### src/rtl/baud_gen_frac.sv
// Fractional-divisor oversample tick generator with mid-bit / end-of-bit strobes.
// Divisor is INT.FRAC fixed point; a fraction accumulator stretches periods by one cycle on carry.
module baud_gen_frac #(
  parameter int CLK_SPEED  = 100_000_000,
  parameter int BAUD_RATE  = 9600,
  parameter int OVERSAMPLE = 16,
  parameter int INT_W      = 16,
  parameter int FRAC_W     = 4,
  parameter logic [INT_W+FRAC_W-1:0] DIV_RESET =
    (INT_W+FRAC_W)'((64'(CLK_SPEED) << FRAC_W) / (64'(OVERSAMPLE) * 64'(BAUD_RATE)))
) (
  input  logic                    clk,
  input  logic                    rst_n,
  input  logic                    en,
  input  logic                    resync,
  input  logic                    div_wr,
  input  logic [INT_W+FRAC_W-1:0] div_in,
  output logic                    tick,
  output logic                    mid_tick,
  output logic                    bit_tick,
  output logic [INT_W+FRAC_W-1:0] div_cur
);
  localparam int DIV_W = INT_W + FRAC_W;
  localparam int OS_W  = $clog2(OVERSAMPLE);
  localparam logic [OS_W-1:0] OS_MID  = OS_W'(OVERSAMPLE/2 - 1);
  localparam logic [OS_W-1:0] OS_LAST = OS_W'(OVERSAMPLE - 1);

  typedef logic [INT_W:0] per_t;

  // Integer part 0 behaves as 1 so the block can tick every cycle.
  function automatic per_t int_of(input logic [DIV_W-1:0] d);
    logic [INT_W-1:0] i;
    i = d[DIV_W-1:FRAC_W];
    return (i == '0) ? per_t'(1) : {1'b0, i};
  endfunction

  function automatic logic [FRAC_W-1:0] frac_of(input logic [DIV_W-1:0] d);
    return (d[DIV_W-1:FRAC_W] == '0) ? '0 : d[FRAC_W-1:0];
  endfunction

  per_t              cnt, period;
  logic [FRAC_W-1:0] acc;
  logic [OS_W-1:0]   os_cnt;
  logic [DIV_W-1:0]  pend;
  logic              pend_valid;

  logic              tick_ev;
  logic              apply;
  logic [FRAC_W:0]   acc_sum;
  logic [DIV_W-1:0]  new_div;

  assign tick_ev = en && !resync && (cnt >= period);
  assign acc_sum = {1'b0, acc} + {1'b0, frac_of(div_cur)};
  // A write coinciding with resync bypasses the pending register.
  assign new_div = (resync && div_wr) ? div_in : pend;
  assign apply   = (resync && (div_wr || pend_valid)) ||
                   (pend_valid && (tick_ev || !en));

  always_ff @(posedge clk or negedge rst_n) begin
    if (!rst_n) begin
      cnt        <= per_t'(1);
      acc        <= '0;
      os_cnt     <= '0;
      period     <= int_of(DIV_RESET);
      div_cur    <= DIV_RESET;
      pend       <= '0;
      pend_valid <= 1'b0;
      tick       <= 1'b0;
      mid_tick   <= 1'b0;
      bit_tick   <= 1'b0;
    end else begin
      tick     <= tick_ev;
      mid_tick <= tick_ev && (os_cnt == OS_MID);
      bit_tick <= tick_ev && (os_cnt == OS_LAST);

      if (div_wr) pend <= div_in;
      if (apply)       pend_valid <= div_wr && !resync;
      else if (div_wr) pend_valid <= 1'b1;

      if (resync) begin
        cnt    <= per_t'(1);
        acc    <= '0;
        os_cnt <= '0;
      end else if (tick_ev) begin
        cnt    <= per_t'(1);
        acc    <= acc_sum[FRAC_W-1:0];
        os_cnt <= (os_cnt == OS_LAST) ? '0 : os_cnt + OS_W'(1);
      end else if (en) begin
        cnt    <= cnt + per_t'(1);
      end

      // Applying a new divisor restarts the fraction sequence cleanly.
      if (apply) begin
        div_cur <= new_div;
        period  <= int_of(new_div);
        acc     <= '0;
      end else if (resync) begin
        period  <= int_of(div_cur);
      end else if (tick_ev) begin
        period  <= int_of(div_cur) + per_t'(acc_sum[FRAC_W]);
      end
    end
  end
endmodule

### config.mk
export PLATFORM = sky130hd
export DESIGN_NAME = baud_gen_frac
export DESIGN_NICKNAME = d
export VERILOG_FILES = /design/src/rtl/baud_gen_frac.sv
export SDC_FILE = /design/constraint.sdc
export NUM_CORES = 1
export LEC_CHECK = 0
export ABC_AREA = 1
export CAP_MARGIN = 40
export CORE_MARGIN = 2
export CORE_UTILIZATION = 40
export DETAILED_ROUTE_END_ITERATION = 10
export PLACE_DENSITY = 0.56
export SLEW_MARGIN = 20
export SYNTH_ARGS = -nofsm -noshare
export SYNTH_HDL_FRONTEND = slang
export SYNTH_SLANG_ARGS = --single-unit
export TNS_END_PERCENT = 10
### constraint.sdc
create_clock -name clk -period 8.15 [get_ports clk]
set_input_delay 1.2225 -clock clk [delete_from_list [all_inputs] [get_ports clk]]
set_output_delay 1.2225 -clock clk [all_outputs]
set_load 0.005 [all_outputs]
==> impl_results.md, run 1 <==
- Worst-Skew Late Latency: 0.34 ns
- Main synth FF type: dfrtp_1
- Die Footprint: 14000 um^2
- GRT Util Overall: 0.181
- Core ar.: 12700 um^2
- First DRT Iteration DRCs: about 300
- Reg-to-Reg Start: period[9]$_DFFE_PN1P_
- # fillers: 1353
- Syn nets: just under 800
- CP max-delay cell: nand2_1
- CTS sink cnt: 86
- CTS Buf Count: 9
- Clock Skew: 0.00474 ns
- Fraction of registers with async set or reset after synthesis: 1.00
- Crit path time final: 4.28 ns
- Crit Path Max Fanout: 55
- Max Clock Freq: 233 MHz
- Pleak: approximately 0.0031 uW
- Routed Antenna Nets: 0
- Clock tree buffer depth: 2
- Avg Synthesized Cell Area: 7.29 um^2
- Final std cells w/o fill: roughly 930
- Post-CTS resize count: 0
- First-pass GRT wire length: slightly above 20 mm
- Reg-to-reg endpoint: period[12]$_DFFE_PN0P_
- Power Total: ~1200 uW
- Die width: ~120 um
- I/O pin count: 48
- Largest stage delay on the critical path: around 0.65 ns
- #FFs+latches synth: 86
- TritonCTS clock tree: yes
- Crit path required time: between 8 and 9 ns
- Power per Cell Area: a little under 200 nW/um^2
- Final Max Tran Viols: 0
- Syn. warnings: 0
- Status: finished clean
- Die Y: 118 um
- Initial antenna violation count: 0
- Critical path cell sequence: clkdlybuf4s50_1 > buf_4 > nand2_1 > nand2_1 > nand2_2 > buf_4 > nand2_2 > nand2_1 > nand2_1
- Via Count: 4564
- TritonRoute pass-1 iters: 7
- Dpl cells: 917
- CP Capture Type: flip-flop
- RD Place Congestion: 0.860
- Crit path launch: div_wr
- Mapped Cells: about 720
- Clk root buf: clkbuf_16
- Layout cells sized above 1: 0.0473
- Clock transition at path regs: 0.06 ns
- Post-Syn Area: 5240 um^2
- Synth cell count leaders: nand2_1 (266), nand3_1 (78), dfrtp_1 (75), inv_1 (73), nor2_1 (47)
- Worst rel slew slack: 0.459
- Largest area contributor in the netlist: dfrtp_1
- Crit path DAT: ~4.5 ns
- Least-Margin Pin Slew: about 0.81 ns
- Hold Slack: roughly 0.47 ns
- R2R depth: 14
- Sequential area share after synthesis: 0.413
- Cts hold-fix bufs: 0
- Hold path depth: 2
- Most used cell, CP: nand2_1
- MaxCap Viol Count: 0
- DR DRC count: 0
- Flop2flop setup slack: 4.55 ns
- Row count: 41
- Final setup violation count: 0
- CTS H-tree lvls: 3
- Port bufs: 47
- Fin crit share: 0.526
- Final nets: 808
- RSZ-0062 raised after global routing: no
- Hold Vio Cnt, Final: 0
- N_diodes: 0
- Share of the synthesized area in the top cell type: 0.358
- Detailed Place HPWL: between 9 and 10 mm
- Routed Wire Length: 12.2 mm
- Netlist cell types: 33
- Setup bufs post-CTS: 0
- IR drop worst, VDD: 0.115 mV
- Most instantiated library cell after synthesis: nand2_1
- Final Util: 0.481
- Setup TNS: 0 ns
- Number of global-route vias before repair: 4437
- CP startpoint kind: input pin
- Synth area leaders: dfrtp_1 (36%), nand2_1 (19%), nand3_1 (7.4%)
- Initial core utilization: 0.412
- Number of synthesized flops with an enable pin: 0
- Kind of critical path: in2reg
- Setup crit end: period[12]$_DFFE_PN0P_
- Number of vias per cell: 4.89
- Layout area overhead: 16.7%
- Global route total overflow: 0
- DR WL/cell: 13.1 um
- Hold Path Class: reg2reg
- Largest net degree at the start of global routing: 60
-- state kept, by name (all words and copies together) (netlist names) --
| signal | cells |
|---|---|
| div_cur | 20 |
| pend | 20 |
| cnt | 17 |
| period | 17 |
| acc | 4 |
| os_cnt | 4 |
| bit_tick | 1 |
| mid_tick | 1 |
| pend_valid | 1 |
| tick | 1 |
-- layout by cell type, fill, tap and decap left out, types with 14 or more instances in the layout --
cell type        synthesis  layout
dfrtp_1                 75      75
nand3_1                 78      78
nor3_1                  14      14
xor2_1                  25      25
nand2_1                266     266
inv_1                   73      73
o21ai_0                 24      24
clkdlybuf4s50_1          0      46
nor2_1                  47      47
ha_1                    25      25
-- layer usage --
layer  global-route usage  part of all wire  up-vias
met1                0.223              0.46     2107
met5                    0                 0        -
li1                     -                 -     2360
met2                0.314              0.48       83
met3               0.0492             0.045       14
met4               0.0469             0.013        0
-- final cells by class --
type	count	area, um^2	share of cell area
Multi-Input combinational cell	532	2660	0.434
Sequential cell	86	2170	0.354
Timing Repair Buffer	52	526	0.0859
Inverter	76	285	0.0466
Clock buffer	14	264	0.0432
Tap cell	172	215	0.0352
Clock inverter	1	5.00	0.000818
-- how the worst min path moves through the flow --
stage | startpoint | end | slack [ns]
finish | pend[16]$_DFFE_PN0P_ | pend[16]$_DFFE_PN0P_ | 0.47
global route | pend[16]$_DFFE_PN0P_ | pend[16]$_DFFE_PN0P_ | 0.49
CTS | pend[11]$_DFFE_PN0P_ | pend[11]$_DFFE_PN0P_ | 0.47
detailed placement | pend[11]$_DFFE_PN0P_ | pend[11]$_DFFE_PN0P_ | 0.46
global placement | pend[10]$_DFFE_PN0P_ | pend[10]$_DFFE_PN0P_ | 0.45
floorplan | pend[10]$_DFFE_PN0P_ | pend[10]$_DFFE_PN0P_ | 0.44
-- report_power, final --
group          internal [uW]  switching, uW
Sequential               487           50.9
Clock                    221            160
Combinational            127            166
-- critical path: cells and delay by family --
family        cells  cell delay (ns)
simple gates      6             2.10
buf+inv           3             1.15
-- kinds of logic (layout without fill, tap and decap cells) --
family / Yosys count / count (layout) / share of synthesized area
AND/OR/NAND/NOR: 423 / 423 / 0.334
AO/OA/AOI/OAI: 52 / 52 / 0.0573
adder cells (fa/ha/maj): 26 / 26 / 0.0635
buffers and inverters: 101 / 143 / 0.0800
XOR/XNOR: 31 / 31 / 0.0518
flip-flops: 86 / 86 / 0.413
-- metrics by stage --
step	worst slack (ns)	instance area, um^2
finish	3.87	6120
global route	3.49	6120
CTS	3.83	6090
detailed placement	3.46	5820
global placement	3.64	5820
floorplan	5.43	5240
No activity file was read; power rests on OpenSTA's default activity.
==> run 2: changes to the inputs <==
Clock period 8.15 ns to 4.1 ns, I/O delays scaled along.
==> run 2 against run 1 <==
  * First-iteration DRC count fell by 8.1%
  * Register-to-register slack got worse by 3.7 ns
  * Sequential power rose by 97%
  * Hold slack got worse by 0.32 ns
  * Clock skew rose by 0.0019 ns
  * Die area did not move
  * Sequential share of layout area fell by 0.37 points
  * Critical path type is now reg2reg
  * Critical endpoint is now period[11]$_DFFE_PN0P_
  * Largest cell class unchanged
  * Highest routed layer unchanged
==> impl_results.md, run 2 (same netlist as run 1, synthesis figures left out) <==
- Seq pwr share: 0.426
- Reg-to-reg endpoint: period[11]$_DFFE_PN0P_
- Layout area overhead: 17.9%
- Initial core utilization: 0.412
- Pint: between 1500 and 2000 uW
- Least-Margin Pin Slew: 0.612 ns
- Die width: 118 um
- MaxCap Viol Count: 0
- Crit path time final: 3.23 ns
- Final Max Tran Viols: 0
- RD Place Congestion: 0.895
- Status: finished clean
- Die Footprint: 14000 um^2
- First DRT Iteration DRCs: 274
- First-pass GRT wire length: 20.9 mm
- Via Count: roughly 4600
- Setup TNS: 0 ns
- Die Y: 118 um
- Fin crit share: 0.789
- Switching pwr: 765 uW
- Number of vias per cell: ~5
- Clk root buf: clkbuf_16
- CTS Buf Count: 9
- Flop2flop setup slack: between 0.8 and 0.9 ns
- Initial antenna violation count: 0
- Number of global-route vias before repair: about 4500
- Reg-to-Reg Start: div_cur[5]$_DFFE_PN1P_
- Hold Path Class: in2async
- CTS sink cnt: 86
- DR WL/cell: 13.2 um
- Final Util: 0.486
- Clock Skew: 0.00667 ns
- Commonest non-fill, non-tap cells in the layout: nand2_1 (266), nand3_1 (78), dfrtp_1 (75)
- RSZ-0062 raised after global routing: no
- Hold Slack: 0.150 ns
- Clock tree buffer depth: 2
- Clock transition at path regs: about 0.060 ns
- Port bufs: between 40 and 50
- Kind of critical path: reg2reg
- Cts hold-fix bufs: 0
- TritonCTS clock tree: yes
- Top Registers: div_cur (20), pend (20)
- R2R depth: 21
- Final setup violation count: 0
- Worst rel slew slack: 0.591
- CP startpoint kind: flip-flop
- Routed Antenna Nets: 0
- TritonRoute pass-1 iters: 4
- N_diodes: 0
- Clock group share of total power: 0.336
- Global route total overflow: 0
- Switching part of the total power: 0.307
- Core ar.: about 13000 um^2
- GRT Util Overall: 0.184
- Most common cell after layout, fill and taps aside: nand2_1
- Power per Cell Area: 403 nW/um^2
- Pleak: about 0.0032 uW
- Max Clock Freq: between 300 and 400 MHz
- Row count: 41
- Detailed Place HPWL: about 9 mm
- Largest net degree at the start of global routing: 63
- Crit path required time: 4.33 ns
- CP Capture Type: flip-flop
- Crit Path Max Fanout: 5
- Crit path DAT: 3.46 ns
- IR drop worst, VDD: 0.273 mV
- Worst-Skew Late Latency: 0.35 ns
- Layout cells sized above 1: 0.0562
- Hold Vio Cnt, Final: 0
- CTS H-tree lvls: 3
- I/O pin count: 48
- Post-CTS resize count: 0
- Setup bufs post-CTS: 0
- Logic pwr share: 0.238
- Final nets: 811
- Routed Wire Length: 12.3 mm
- DR DRC count: 0
## run 2: worst max-delay path by stage
stage,cells past startpoint,endpoint,start
6_report,21,period[11]$_DFFE_PN0P_,div_cur[5]$_DFFE_PN1P_
3_3_place_gp,21,period[11]$_DFFE_PN0P_,div_cur[7]$_DFFE_PN1P_
2_1_floorplan,21,period[10]$_DFFE_PN0P_,div_cur[10]$_DFFE_PN0P_
5_1_grt,21,period[11]$_DFFE_PN0P_,div_cur[5]$_DFFE_PN1P_
3_5_place_dp,21,period[11]$_DFFE_PN0P_,div_cur[5]$_DFFE_PN1P_
4_1_cts,21,period[11]$_DFFE_PN0P_,div_cur[5]$_DFFE_PN1P_
## run 2: final cells by class
| class | instances | area [um^2] |
|---|---|---|
| multi-input combinational | 532 | 2660 |
| inverter | 76 | 285 |
| sequential | 86 | 2170 |
| clock buffer | 11 | 253 |
| fill | 1315 | 6540 |
| timing repair buffer | 55 | 548 |
| clock inverter | 5 | 57.6 |
| tap | 172 | 215 |
## run 2: power groups by stage
stage          logic, uW  registers (uW)  clock network, uW
2_1_floorplan        379            1060                  0
3_3_place_gp         589            1070                  0
3_5_place_dp         595            1080                  0
4_1_cts              597            1060                867
5_1_grt              684            1080                897
6_report             593            1060                838
## run 2: through the flow
| stage | power, uW | instances | cell area, um^2 | worst slack [ns] |
|---|---|---|---|---|
| 5_1_grt | 2660 | 937 | 6180 | 0.633 |
| 3_3_place_gp | 1660 | 920 | 5840 | 0.977 |
| 3_5_place_dp | 1670 | 920 | 5840 | 0.885 |
| 4_1_cts | 2530 | 936 | 6150 | 0.882 |
| 2_1_floorplan | 1440 | 719 | 5240 | 1.38 |
| 6_report | 2490 | 937 | 6180 | 0.866 |
## run 2: metal layers
metal | up-vias | share of wire | track usage | wire, um
li1 | 2364 | - | - | -
met1 | 2115 | 0.46 | 0.229 | 5710
met2 | 78 | 0.48 | 0.311 | 5910
met3 | 18 | 0.038 | 0.0487 | 467
met4 | 0 | 0.019 | 0.0625 | 232
met5 | - | 0 | 0 | 0
## run 2: critical path, stage by stage (launching register included)
cell and delay, ns:
dfstp_2 0.59, inv_1 0.07, nand3_1 0.12, nor2_1 0.05, nand2_1 0.13, inv_1 0.10
nor2_1 0.11, ha_1 0.19, fa_1 0.21, nand3_1 0.09, nand2_1 0.08, ha_1 0.16
nand3_1 0.12, nor3_1 0.36, nand2_1 0.15, nor2_1 0.14, xor2_1 0.16, inv_1 0.05
nand2_1 0.06, nand2_1 0.06, nand2_1 0.06, nand2_1 0.07
==> run 3: changes to the inputs <==
Clock period 4.1 ns to 3.29 ns, I/O delays scaled along.
==> run 3 against run 2 <==
  * Highest routed layer unchanged
  * Fmax is 9.3% higher
  * Clock skew is essentially flat
  * Global-route usage grew 0.41 points
  * Routed wire length rose by 2.7%
  * Critical path type unchanged
==> impl_results.md, run 3 (same netlist as run 1, synthesis figures left out) <==
- Status: finished clean
- Layout area overhead: 20.0%
- CP max-delay cell: dfstp_2
- Global route total overflow: 0
- Crit path DAT: about 3.2 ns
- Hold Slack: 0.471 ns
- CTS Buf Count: 9
- Most common cell after layout, fill and taps aside: nand2_1
- CP startpoint kind: flip-flop
- Initial antenna violation count: 0
- TritonCTS clock tree: yes
- Pleak: 0.00322 uW
- MaxCap Viol Count: 0
- Core ar.: 12700 um^2
- Post-route cell area: about 6300 um^2
- Largest net degree at the start of global routing: 61
- Crit path launch: div_cur[5]$_DFFE_PN1P_
- First DRT Iteration DRCs: 251
- N_diodes: 0
- R2R depth: 21
- DR WL/cell: 13.4 um
- Routed Antenna Nets: 0
- Die width: 118 um
- Power per Cell Area: 517 nW/um^2
- Clock Skew: 0.00653 ns
- Final setup violation count: 0
- Via Count: 4524
- Hold Vio Cnt, Final: 0
- Hold path depth: 2
- Number of global-route vias before repair: 4384
- Setup TNS: 0 ns
- Top Registers: div_cur (20), pend (20)
- Number of vias per cell: approximately 4.8
- First-pass GRT wire length: 21.3 mm
- Least-Margin Pin Slew: 0.517 ns
- Clk root buf: clkbuf_16
- Die Footprint: 14000 um^2
- Crit path time final: 2.96 ns
- Hold Path Class: reg2reg
- GRT Util Overall: 0.189
- Commonest non-fill, non-tap cells in the layout: nand2_1 (266), nand3_1 (78), dfrtp_1 (74)
- Kind of critical path: reg2reg
- RD Place Congestion: 0.913
- Max Clock Freq: 338 MHz
- TritonRoute pass-1 iters: 4
- Layout cells sized above 1: 0.0674
- DR DRC count: 0
- Routed Wire Length: around 13 mm
- Clock tree buffer depth: 2
- Row count: 41
- Placement-stage cell area: approximately 5900 um^2
- Reg-to-Reg Start: div_cur[5]$_DFFE_PN1P_
- CTS H-tree lvls: 3
- Largest stage delay on the critical path: 0.58 ns
- Initial core utilization: 0.412
- Crit Path Max Fanout: 5
- Final Max Tran Viols: 0
- Die Y: 118 um
- RSZ-0062 raised after global routing: no
- Critical path cell sequence: inv_1 > nand3_1 > nor2_1 > nand2_1 > inv_2 > nor2_1 > ha_1 > fa_2 > nand3_1 > nand2_1 > ha_1 > nand3_1 > nor3_2 > nand2_1 > nor2_1 > xor2_1 > inv_1 > nand2_1 > nand2_1 > nand2_1 > nand2_1
- I/O pin count: 48
- IR drop worst, VDD: 0.421 mV
- Most used cell, CP: nand2_1
- Final nets: 818
- Clock transition at path regs: 0.06 ns
- Worst-Skew Late Latency: 0.35 ns
- Crit path required time: 3.53 ns
- Detailed Place HPWL: 9.48 mm
- Port bufs: 47
- CP Capture Type: flip-flop
- Worst rel slew slack: 0.653
- Hold_sp: pend[19]$_DFFE_PN0P_
- CTS sink cnt: 86
- Fin crit share: 0.900
-- run 3: cell types whose count changed in the layout (fill, tap and decap cells not counted), sizes merged --
cell,change
dlygate4sd3,+1
buf,+6
bufinv,+2
clkinvlp,-3
-- run 3: final cells by class --
cell class                      count  area (um^2)
Tap cell                          172          215
Multi-Input combinational cell    532         2670
Clock buffer                       11          243
Timing Repair Buffer               62          616
Sequential cell                    86         2170
Inverter                           76          285
Clock inverter                      4         95.1
Fill cell                        1345         6430
-- run 3: stage by stage --
stage                     setup slack [ns]  instances  power (uW)   util
final                                0.330        943        3250  0.494
after global routing               0.00838        943        3470  0.494
after CTS                            0.156        941        3290  0.490
after detailed placement             0.164        926        2110  0.464
after global placement               0.230        926        2080  0.464
after floorplan                      0.567        719        1790      -
-- run 3: final timing paths --
path / endpoint / slack [ns]
setup / recovery: period[11]$_DFFE_PN0P_ / 0.33
max in group asynchronous: pend[18]$_DFFE_PN0P_ / 2.06
min in group asynchronous: cnt[1]$_DFFE_PN0P_ / 0.49
hold / removal: pend[19]$_DFFE_PN0P_ / 0.47
setup reg to reg: period[11]$_DFFE_PN0P_ / 0.33
hold reg to reg: pend[19]$_DFFE_PN0P_ / 0.47
-- run 3: layer usage --
metal,vias up,wire (um),GRT usage
met5,-,0,0
met1,2071,5740,0.231
met4,0,84,0.0439
li1,2378,-,-
met3,8,537,0.0550
met2,67,6300,0.327
-- run 3: critical path, delay by kind of cell, from the launching register on --
family	cells	cell delay, ns
AND/OR/NAND/NOR	14	1.34
adder cells (fa/ha/maj)	3	0.58
flip-flops	1	0.58
buffers and inverters	3	0.19
XOR/XNOR	1	0.15
-- run 3: where the power goes --
group	leakage [uW]	internal (uW)	switching (uW)
clock	0.000166	757	410
sequential	0.00109	1210	114
combinational	0.00196	333	432
total	0.00322	2300	956
-- run 3: what timing repair did --
item	in CTS	in global routing
hold endpoints to repair	0	1
gates resized for setup	0	5
setup endpoints to repair	0	8
hold buffers	0	1
buffers inserted	0	0
